**src/rtl/dvi_ctrl_pkg.sv**
```systemverilog
`default_nettype none
// +--------------------------------------------------------------------------+
// | Package     : dvi_ctrl_pkg                                               |
// | Description : Shared state encoding and TMDS lane tokens for the DVI     |
// |               lane sequencer and its lock filter.                        |
// |               CLK_WORD : five ones then five zeros, one pixel-clock      |
// |                          period on the TMDS clock lane.                  |
// |               BLANK    : control token for C1C0 = 00.                    |
// |               TP_A/TP_B: alternating DC-balanced eye-check words.        |
// | Revision    : 1.0  initial release                                       |
// +--------------------------------------------------------------------------+
package dvi_ctrl_pkg;

   typedef enum logic [2:0] {
      ST_OFF          = 3'd0,
      ST_CLK_ONLY     = 3'd1,
      ST_WAIT_FRAME   = 3'd2,
      ST_ACTIVE       = 3'd3,
      ST_DRAIN        = 3'd4,
      ST_CLK_ONLY_OUT = 3'd5
   } dvi_state_t;

   localparam logic [9:0] CLK_WORD = 10'b1111100000;
   localparam logic [9:0] BLANK    = 10'h354;
   localparam logic [9:0] TP_A     = 10'h155;
   localparam logic [9:0] TP_B     = 10'h2AA;

endpackage : dvi_ctrl_pkg
`default_nettype wire

```
**src/rtl/dvi_lock_filter.sv**
```systemverilog
`default_nettype none
// +--------------------------------------------------------------------------+
// | Module      : dvi_lock_filter                                            |
// | Description : Two-flop synchronizer for the PLL lock flag followed by a  |
// |               saturating run-length counter of consecutive locked        |
// |               cycles.                                                    |
// | Ports       : clk        in   pixel clock                                |
// |               reset      in   synchronous active-high reset              |
// |               pll_locked in   raw lock flag (asynchronous origin)        |
// |               lk         out  synchronized lock flag                     |
// |               lock_ok    out  lock held for LOCK_CYCLES cycles           |
// | Revision    : 1.0  initial release                                       |
// +--------------------------------------------------------------------------+
module dvi_lock_filter #(
   parameter int LOCK_CYCLES = 1024,
   parameter int CNT_W       = 16
) (
   input  logic clk,
   input  logic reset,
   input  logic pll_locked,
   output logic lk,
   output logic lock_ok
);

   localparam logic [CNT_W-1:0] c_lock_max = CNT_W'(LOCK_CYCLES);
   localparam logic [CNT_W-1:0] c_one      = {{(CNT_W-1){1'b0}}, 1'b1};

   logic             r_sync1;
   logic             r_sync2;
   logic [CNT_W-1:0] r_cnt;

   always_ff @(posedge clk) begin
      if (reset) begin
         r_sync1 <= 1'b0;
         r_sync2 <= 1'b0;
         r_cnt   <= '0;
      end else begin
         r_sync1 <= pll_locked;
         r_sync2 <= r_sync1;
         // Any single unlocked cycle restarts the qualification window.
         if (!r_sync2) begin
            r_cnt <= '0;
         end else if (r_cnt != c_lock_max) begin
            r_cnt <= r_cnt + c_one;
         end
      end
   end

   assign lk      = r_sync2;
   assign lock_ok = (r_cnt == c_lock_max);

endmodule : dvi_lock_filter
`default_nettype wire

```
**src/rtl/dvi_lane_sequencer.sv**
```systemverilog
`default_nettype none
// +--------------------------------------------------------------------------+
// | Module      : dvi_lane_sequencer                                         |
// | Description : Pixel-clock sequencer for a 4-lane TMDS serializer:        |
// |               PLL-lock qualification, clock-lane-only training,          |
// |               vsync-aligned video start and vsync-aligned shutdown.      |
// |               All outputs are registered; pass-through latency is one    |
// |               cycle.                                                     |
// | Ports       : clk, reset            clock / sync active-high reset       |
// |               pll_locked            raw clkx5 PLL lock flag              |
// |               enable                software video request               |
// |               vsync_in              vsync aligned with tmds_in_*         |
// |               test_mode             (DVI_TEST_PATTERN_EN only)           |
// |               tmds_in_0..2          B/G/R encoder words                  |
// |               tmds_out_0..2         serializer data lanes                |
// |               tmds_out_3            serializer clock lane                |
// |               state, video_active   status                               |
// | Macro       : DVI_TEST_PATTERN_EN adds test_mode and the eye-check       |
// |               pattern generator on the data lanes.                       |
// | Revision    : 1.0  initial release                                       |
// +--------------------------------------------------------------------------+
module dvi_lane_sequencer
   import dvi_ctrl_pkg::*;
#(
   parameter int LOCK_CYCLES     = 1024,
   parameter int CLK_ONLY_CYCLES = 4096,
   parameter int CNT_W           = 16
) (
   input  logic       clk,
   input  logic       reset,
   input  logic       pll_locked,
   input  logic       enable,
   input  logic       vsync_in,
`ifdef DVI_TEST_PATTERN_EN
   input  logic       test_mode,
`endif
   input  logic [9:0] tmds_in_0,
   input  logic [9:0] tmds_in_1,
   input  logic [9:0] tmds_in_2,
   output logic [9:0] tmds_out_0,
   output logic [9:0] tmds_out_1,
   output logic [9:0] tmds_out_2,
   output logic [9:0] tmds_out_3,
   output logic [2:0] state,
   output logic       video_active
);

   localparam logic [CNT_W-1:0] c_train_last = CNT_W'(CLK_ONLY_CYCLES - 1);
   localparam logic [CNT_W-1:0] c_one        = {{(CNT_W-1){1'b0}}, 1'b1};

   dvi_state_t       r_state;
   dvi_state_t       w_next;
   logic [CNT_W-1:0] r_cnt;
   logic             r_vsync_q;
   logic [9:0]       r_out_0;
   logic [9:0]       r_out_1;
   logic [9:0]       r_out_2;
   logic [9:0]       r_out_3;
   logic             r_video_active;

   logic             w_lk;
   logic             w_lock_ok;
   logic             w_vs_rise;
   logic             w_train_done;
   logic [9:0]       w_data_0;
   logic [9:0]       w_data_1;
   logic [9:0]       w_data_2;

   dvi_lock_filter #(
      .LOCK_CYCLES (LOCK_CYCLES),
      .CNT_W       (CNT_W)
   ) u_lock_filter (
      .clk        (clk),
      .reset      (reset),
      .pll_locked (pll_locked),
      .lk         (w_lk),
      .lock_ok    (w_lock_ok)
   );

   assign w_vs_rise    = vsync_in & ~r_vsync_q;
   assign w_train_done = (r_cnt == c_train_last);

`ifdef DVI_TEST_PATTERN_EN
   logic       r_tp_phase;
   logic [9:0] w_tp_word;

   assign w_tp_word = r_tp_phase ? TP_B : TP_A;
   assign w_data_0  = test_mode ? w_tp_word : tmds_in_0;
   assign w_data_1  = test_mode ? w_tp_word : tmds_in_1;
   assign w_data_2  = test_mode ? w_tp_word : tmds_in_2;

   // Phase advances only on cycles that actually emit the pattern, so the
   // first pattern word after test_mode rises is always TP_A.
   always_ff @(posedge clk) begin
      if (reset || !test_mode) begin
         r_tp_phase <= 1'b0;
      end else if (w_next == ST_ACTIVE || w_next == ST_DRAIN) begin
         r_tp_phase <= ~r_tp_phase;
      end
   end
`else
   assign w_data_0 = tmds_in_0;
   assign w_data_1 = tmds_in_1;
   assign w_data_2 = tmds_in_2;
`endif

   // Next-state decision. Loss of synchronized lock overrides everything.
   always_comb begin
      w_next = r_state;
      if (!w_lk) begin
         w_next = ST_OFF;
      end else begin
         case (r_state)
            ST_OFF: begin
               if (w_lock_ok && enable) w_next = ST_CLK_ONLY;
            end
            ST_CLK_ONLY: begin
               if (!enable)           w_next = ST_CLK_ONLY_OUT;
               else if (w_train_done) w_next = ST_WAIT_FRAME;
            end
            ST_WAIT_FRAME: begin
               // A vsync edge coinciding with enable low holds here for a
               // cycle rather than starting a frame that would be cut short.
               if (w_vs_rise) begin
                  if (enable) w_next = ST_ACTIVE;
               end else if (!enable) begin
                  w_next = ST_CLK_ONLY_OUT;
               end
            end
            ST_ACTIVE: begin
               if (!enable) w_next = ST_DRAIN;
            end
            ST_DRAIN: begin
               if (w_vs_rise) w_next = ST_CLK_ONLY_OUT;
            end
            ST_CLK_ONLY_OUT: begin
               if (enable)            w_next = ST_WAIT_FRAME;
               else if (w_train_done) w_next = ST_OFF;
            end
            default: w_next = ST_OFF;
         endcase
      end
   end

   // Outputs are decoded from the next state so they change on the same
   // edge as the state register.
   always_ff @(posedge clk) begin
      if (reset) begin
         r_state        <= ST_OFF;
         r_cnt          <= '0;
         r_vsync_q      <= 1'b0;
         r_out_0        <= '0;
         r_out_1        <= '0;
         r_out_2        <= '0;
         r_out_3        <= '0;
         r_video_active <= 1'b0;
      end else begin
         r_state   <= w_next;
         r_vsync_q <= vsync_in;

         if (w_next != r_state) begin
            r_cnt <= '0;
         end else if (!w_train_done) begin
            r_cnt <= r_cnt + c_one;
         end

         case (w_next)
            ST_OFF: begin
               r_out_0 <= '0;
               r_out_1 <= '0;
               r_out_2 <= '0;
               r_out_3 <= '0;
            end
            ST_ACTIVE, ST_DRAIN: begin
               r_out_0 <= w_data_0;
               r_out_1 <= w_data_1;
               r_out_2 <= w_data_2;
               r_out_3 <= CLK_WORD;
            end
            default: begin
               r_out_0 <= BLANK;
               r_out_1 <= BLANK;
               r_out_2 <= BLANK;
               r_out_3 <= CLK_WORD;
            end
         endcase

         r_video_active <= (w_next == ST_ACTIVE);
      end
   end

   assign tmds_out_0   = r_out_0;
   assign tmds_out_1   = r_out_1;
   assign tmds_out_2   = r_out_2;
   assign tmds_out_3   = r_out_3;
   assign state        = r_state;
   assign video_active = r_video_active;

endmodule : dvi_lane_sequencer
`default_nettype wire

```
**config.mk**
```make
export PLATFORM = sky130hd
export DESIGN_NAME = dvi_lane_sequencer
export DESIGN_NICKNAME = d
export VERILOG_FILES = /design/src/rtl/dvi_ctrl_pkg.sv /design/src/rtl/dvi_lock_filter.sv /design/src/rtl/dvi_lane_sequencer.sv
export SDC_FILE = /design/constraint.sdc
export NUM_CORES = 1
export LEC_CHECK = 0
export CORE_ASPECT_RATIO = 0.6
export CORE_MARGIN = 2
export CORE_UTILIZATION = 30
export DETAILED_ROUTE_END_ITERATION = 10
export PLACE_DENSITY_LB_ADDON = 0.08
export SLEW_MARGIN = 20
export SYNTH_ARGS = -nofsm -noshare
export SYNTH_HDL_FRONTEND = slang
export SYNTH_HIERARCHICAL = 1
export SYNTH_SLANG_ARGS = --single-unit
```
**constraint.sdc**
```tcl
create_clock -name clk -period 4.2 [get_ports clk]
set_clock_uncertainty 0.2 [all_clocks]
set_input_delay 0.84 -clock clk [delete_from_list [all_inputs] [get_ports clk]]
set_output_delay 0.84 -clock clk [all_outputs]
set_load 0.1 [all_outputs]
```
==> impl_metrics.toml <==
[clocking]
htreeDepth = 3
hold_buffers = 0
post_cts_buffers = 0
clk_pin_slew_ns = 0.06
clockRootBuffer = "clkbuf_16"
clock_sinks = 70
tritoncts = "built"
clock_latency_ns = 0.33
cts_buffers = 9
cts_resized = 0
cts_buffer_depth = 2

[final_layout]
syn_to_final_growth_pct = 32.02
fillers = 1038
n_antenna_cell = 0
ff_latch_area_sq_mm = 0.001401
multi_input_area_sq_mm = 0.001575
instances_no_fill = 544
nNetsFinal = 438
fin_util = 0.4059
layout-drive-gt1-share = 0.1037

[synthesis]
syn_area_sq_mm = 0.003236
synthMuxAreaShare = 0.007734
synth_ff_type = "dfxtp_1"
ys_top_cells_by_count = "dfxtp_1 (70), nor2_1 (30), nand2b_1 (19)"
synth_async_sr_flop_share = 0
yosys-top-cells-area = "dfxtp_1 (43%), nor4b_2 (4.6%), xor2_1 (3.8%)"
synth-xor-area-share = 0.06767
synth_edf_count = 0
synth_most_common_cell = "dfxtp_1"
synthDistinctLibCells = 57
synth_seq_cells = 70
synth-seq-area-share = 0.4331
ys.warnings.count = 6
syn_inst = 338
synth_compound_area_frac = 0.09319
synth_simple_gate_area_share = 0.3009
avgSynthCellArea_sq_um = 9.573
netlist.area_leader.share = 0.4331
yosys.area.top_type = "dfxtp_1"
synth_top_family_by_area = "simple AND/OR/NAND/NOR gates"
synthAdderAreaFrac = 0.01160

[floorplanning]
core_sq_mm = 0.01052
die_area_sq_mm = 0.01166
die_y_um = 84.45
rows = 29
start_util = 0.3075
ios = 79
die_w_um = 138.1

[run]
maxCapViolations = 0

[power_and_ir_drop]
power_density_mw_per_mm2 = 372.7
p_leak_nw = 1.456
vdd_drop_max_mv = 0.2014

[sta]
rsz0062_at_grt = "no"
tightest_slew_ns = 1.027
slew_headroom = 0.3132
maxSlewViolCount = 0
setup_violations = 0
fin_tns_setup_ns = 0
post-route-period-util = 0.7597
max_freq_mhz = 313.4
finalHoldViolCount = 0
layout_min_cycle_time_ns = 3.191

[grt]
antenna_found_initial = 0
grt_first_pass_wirelength_um = 12140
overflow = 0
grt_util_all_layers = 0.1310
grt_max_degree = 33
grt_pass1_vias = 2364

[critical_path]
rr_startpoint = "r_cnt[0]"
cp.required_ns = 3.16
reg2reg_to = "tmds_out_1[6]"
cp_max_fo = 12
crit_path_top_delay_cell = "clkdlybuf4s50_1"
slowest_delay_ns = 1.25
cp-end-kind = "output port"
start_kind = "flop"
cp_cell_sequence = "clkdlybuf4s50_1"
reg2regPathDepth = 7
critical-path-top-delay-family = "buffers and inverters"
worst-path-buf-inv = 1
crit_type = "reg2out"
reg2reg_slack_ns = 1.33
cp.arrival_ns = 2.15

[placement]
dp_cells = 528
routabilityCongestion = 0.8085
hpwlAfterDp_um = 5227
port-buffer-count = 73

[hold_path]
hold_class = "reg2reg"
hold_depth = 1
hp-start = "u_lock_filter/r_sync1"
hold-path-endpoint = "u_lock_filter/lk"

[detailed_routing]
drc = 0
route.final.wire_length_um = 7395
drtPass1Iterations = 4
via_per_inst = 4.717
drt.antenna.violating_nets = 0
drtIter0Drc = 143
routedWlPerCell_um = 13.59
num_vias = 2566

[run_status]
outcome = "finished, final reports clean"
## state kept, by name, indices dropped and copies added, names as in the netlist
signal,cells
video_active,1
u_lock_filter/r_cnt,16
tmds_out_2,10
r_cnt,16
tmds_out_3,1
u_lock_filter/r_sync1,1
r_vsync_q,1
tmds_out_0,10
state,3
tmds_out_1,10
u_lock_filter/lk,1
## cell families (layout without fill, tap and decap cells)
logic type                 after synthesis  count (layout)
adders and majority gates                3               3
other                                    1               5
xor gates and xnor gates                25              25
and+or+nand+nor                        152             152
buffers and inverters                   37             100
AOI/OAI and AO/OA                       48              48
muxes                                    2               2
DFF                                     70              70
## layer usage
| metal | global-route usage | part of all wire | vias up |
|---|---|---|---|
| met5 | 0 | 0 | - |
| met3 | 0.04564 | 0.050 | 4 |
| met4 | 0.04174 | 0.0034 | 0 |
| met1 | 0.1899 | 0.54 | 1193 |
| met2 | 0.1805 | 0.41 | 64 |
| li1 | - | - | 1305 |
## worst max path at each step
stage / from / cells past startpoint / slack, ns / to
2_1_floorplan: state[1] / 8 / 1.30 / tmds_out_0[0]
3_3_place_gp: vsync_in / 7 / 0.99 / tmds_out_2[7]
3_5_place_dp: enable / 7 / 0.87 / tmds_out_2[7]
4_1_cts: state[1] / 1 / 1.00 / state[1]
5_1_grt: state[2] / 1 / 0.95 / state[2]
6_report: state[2] / 1 / 1.01 / state[2]
## cell usage in the layout, fill, tap and decap left out, types with 3 or more instances in the layout
master / instances
dfxtp_1: 70
a21oi_1: 12
nor2_1: 30
nor2b_1: 7
xnor2_1: 11
xor2_1: 14
nor4b_2: 10
nand2b_1: 19
clkdlybuf4s50_1: 73
o21ai_0: 18
buf_4: 4
nand3_1: 13
and3_1: 5
nand2_1: 12
nand4_1: 14
ha_1: 3
and4_1: 3
nor3b_1: 3
conb_1: 5
nor4b_1: 7
nor3_1: 11
clkbuf_16: 9
nor4_1: 3
inv_1: 7
## power by group
group	leakage [nW]	internal [W]	switching (W)	total (W)
Clock	0.162	0.000552	0.000280	0.000832
Combinational	0.729	0.0000422	0.0000446	0.0000868
Sequential	0.565	0.000668	0.00000449	0.000673
## worst reg2reg max path, cell delays in order (launching register included)
cell and delay [ns]:
dfxtp_1 0.37, ha_1 0.25, nand4_1 0.23, or4_1 0.74, a32o_1 0.33, a21oi_2 0.11, buf_4 0.34, o21ai_0 0.15
## stage by stage
step	power, W	hold WS, ns	instance area, sq um	setup WS (ns)
floorplan	0.0007453	0.2138	3251	1.296
global placement	0.0007744	0.2216	3938	0.9941
detailed placement	0.0007742	0.2239	3938	0.8657
CTS	0.001620	0.2383	4272	1.002
global route	0.001656	0.2490	4272	0.9467
finish	0.001592	0.2430	4272	1.009
## final cells by class
| type | count | area share |
|---|---|---|
| Inverter | 7 | 0.006151 |
| Sequential cell | 70 | 0.3281 |
| Tap cell | 139 | 0.04071 |
| Clock inverter | 5 | 0.01904 |
| Multi-Input combinational cell | 235 | 0.3688 |
| Clock buffer | 11 | 0.05917 |
| Timing Repair Buffer | 77 | 0.1781 |
Note: power is estimated with default switching activity, not from simulation.
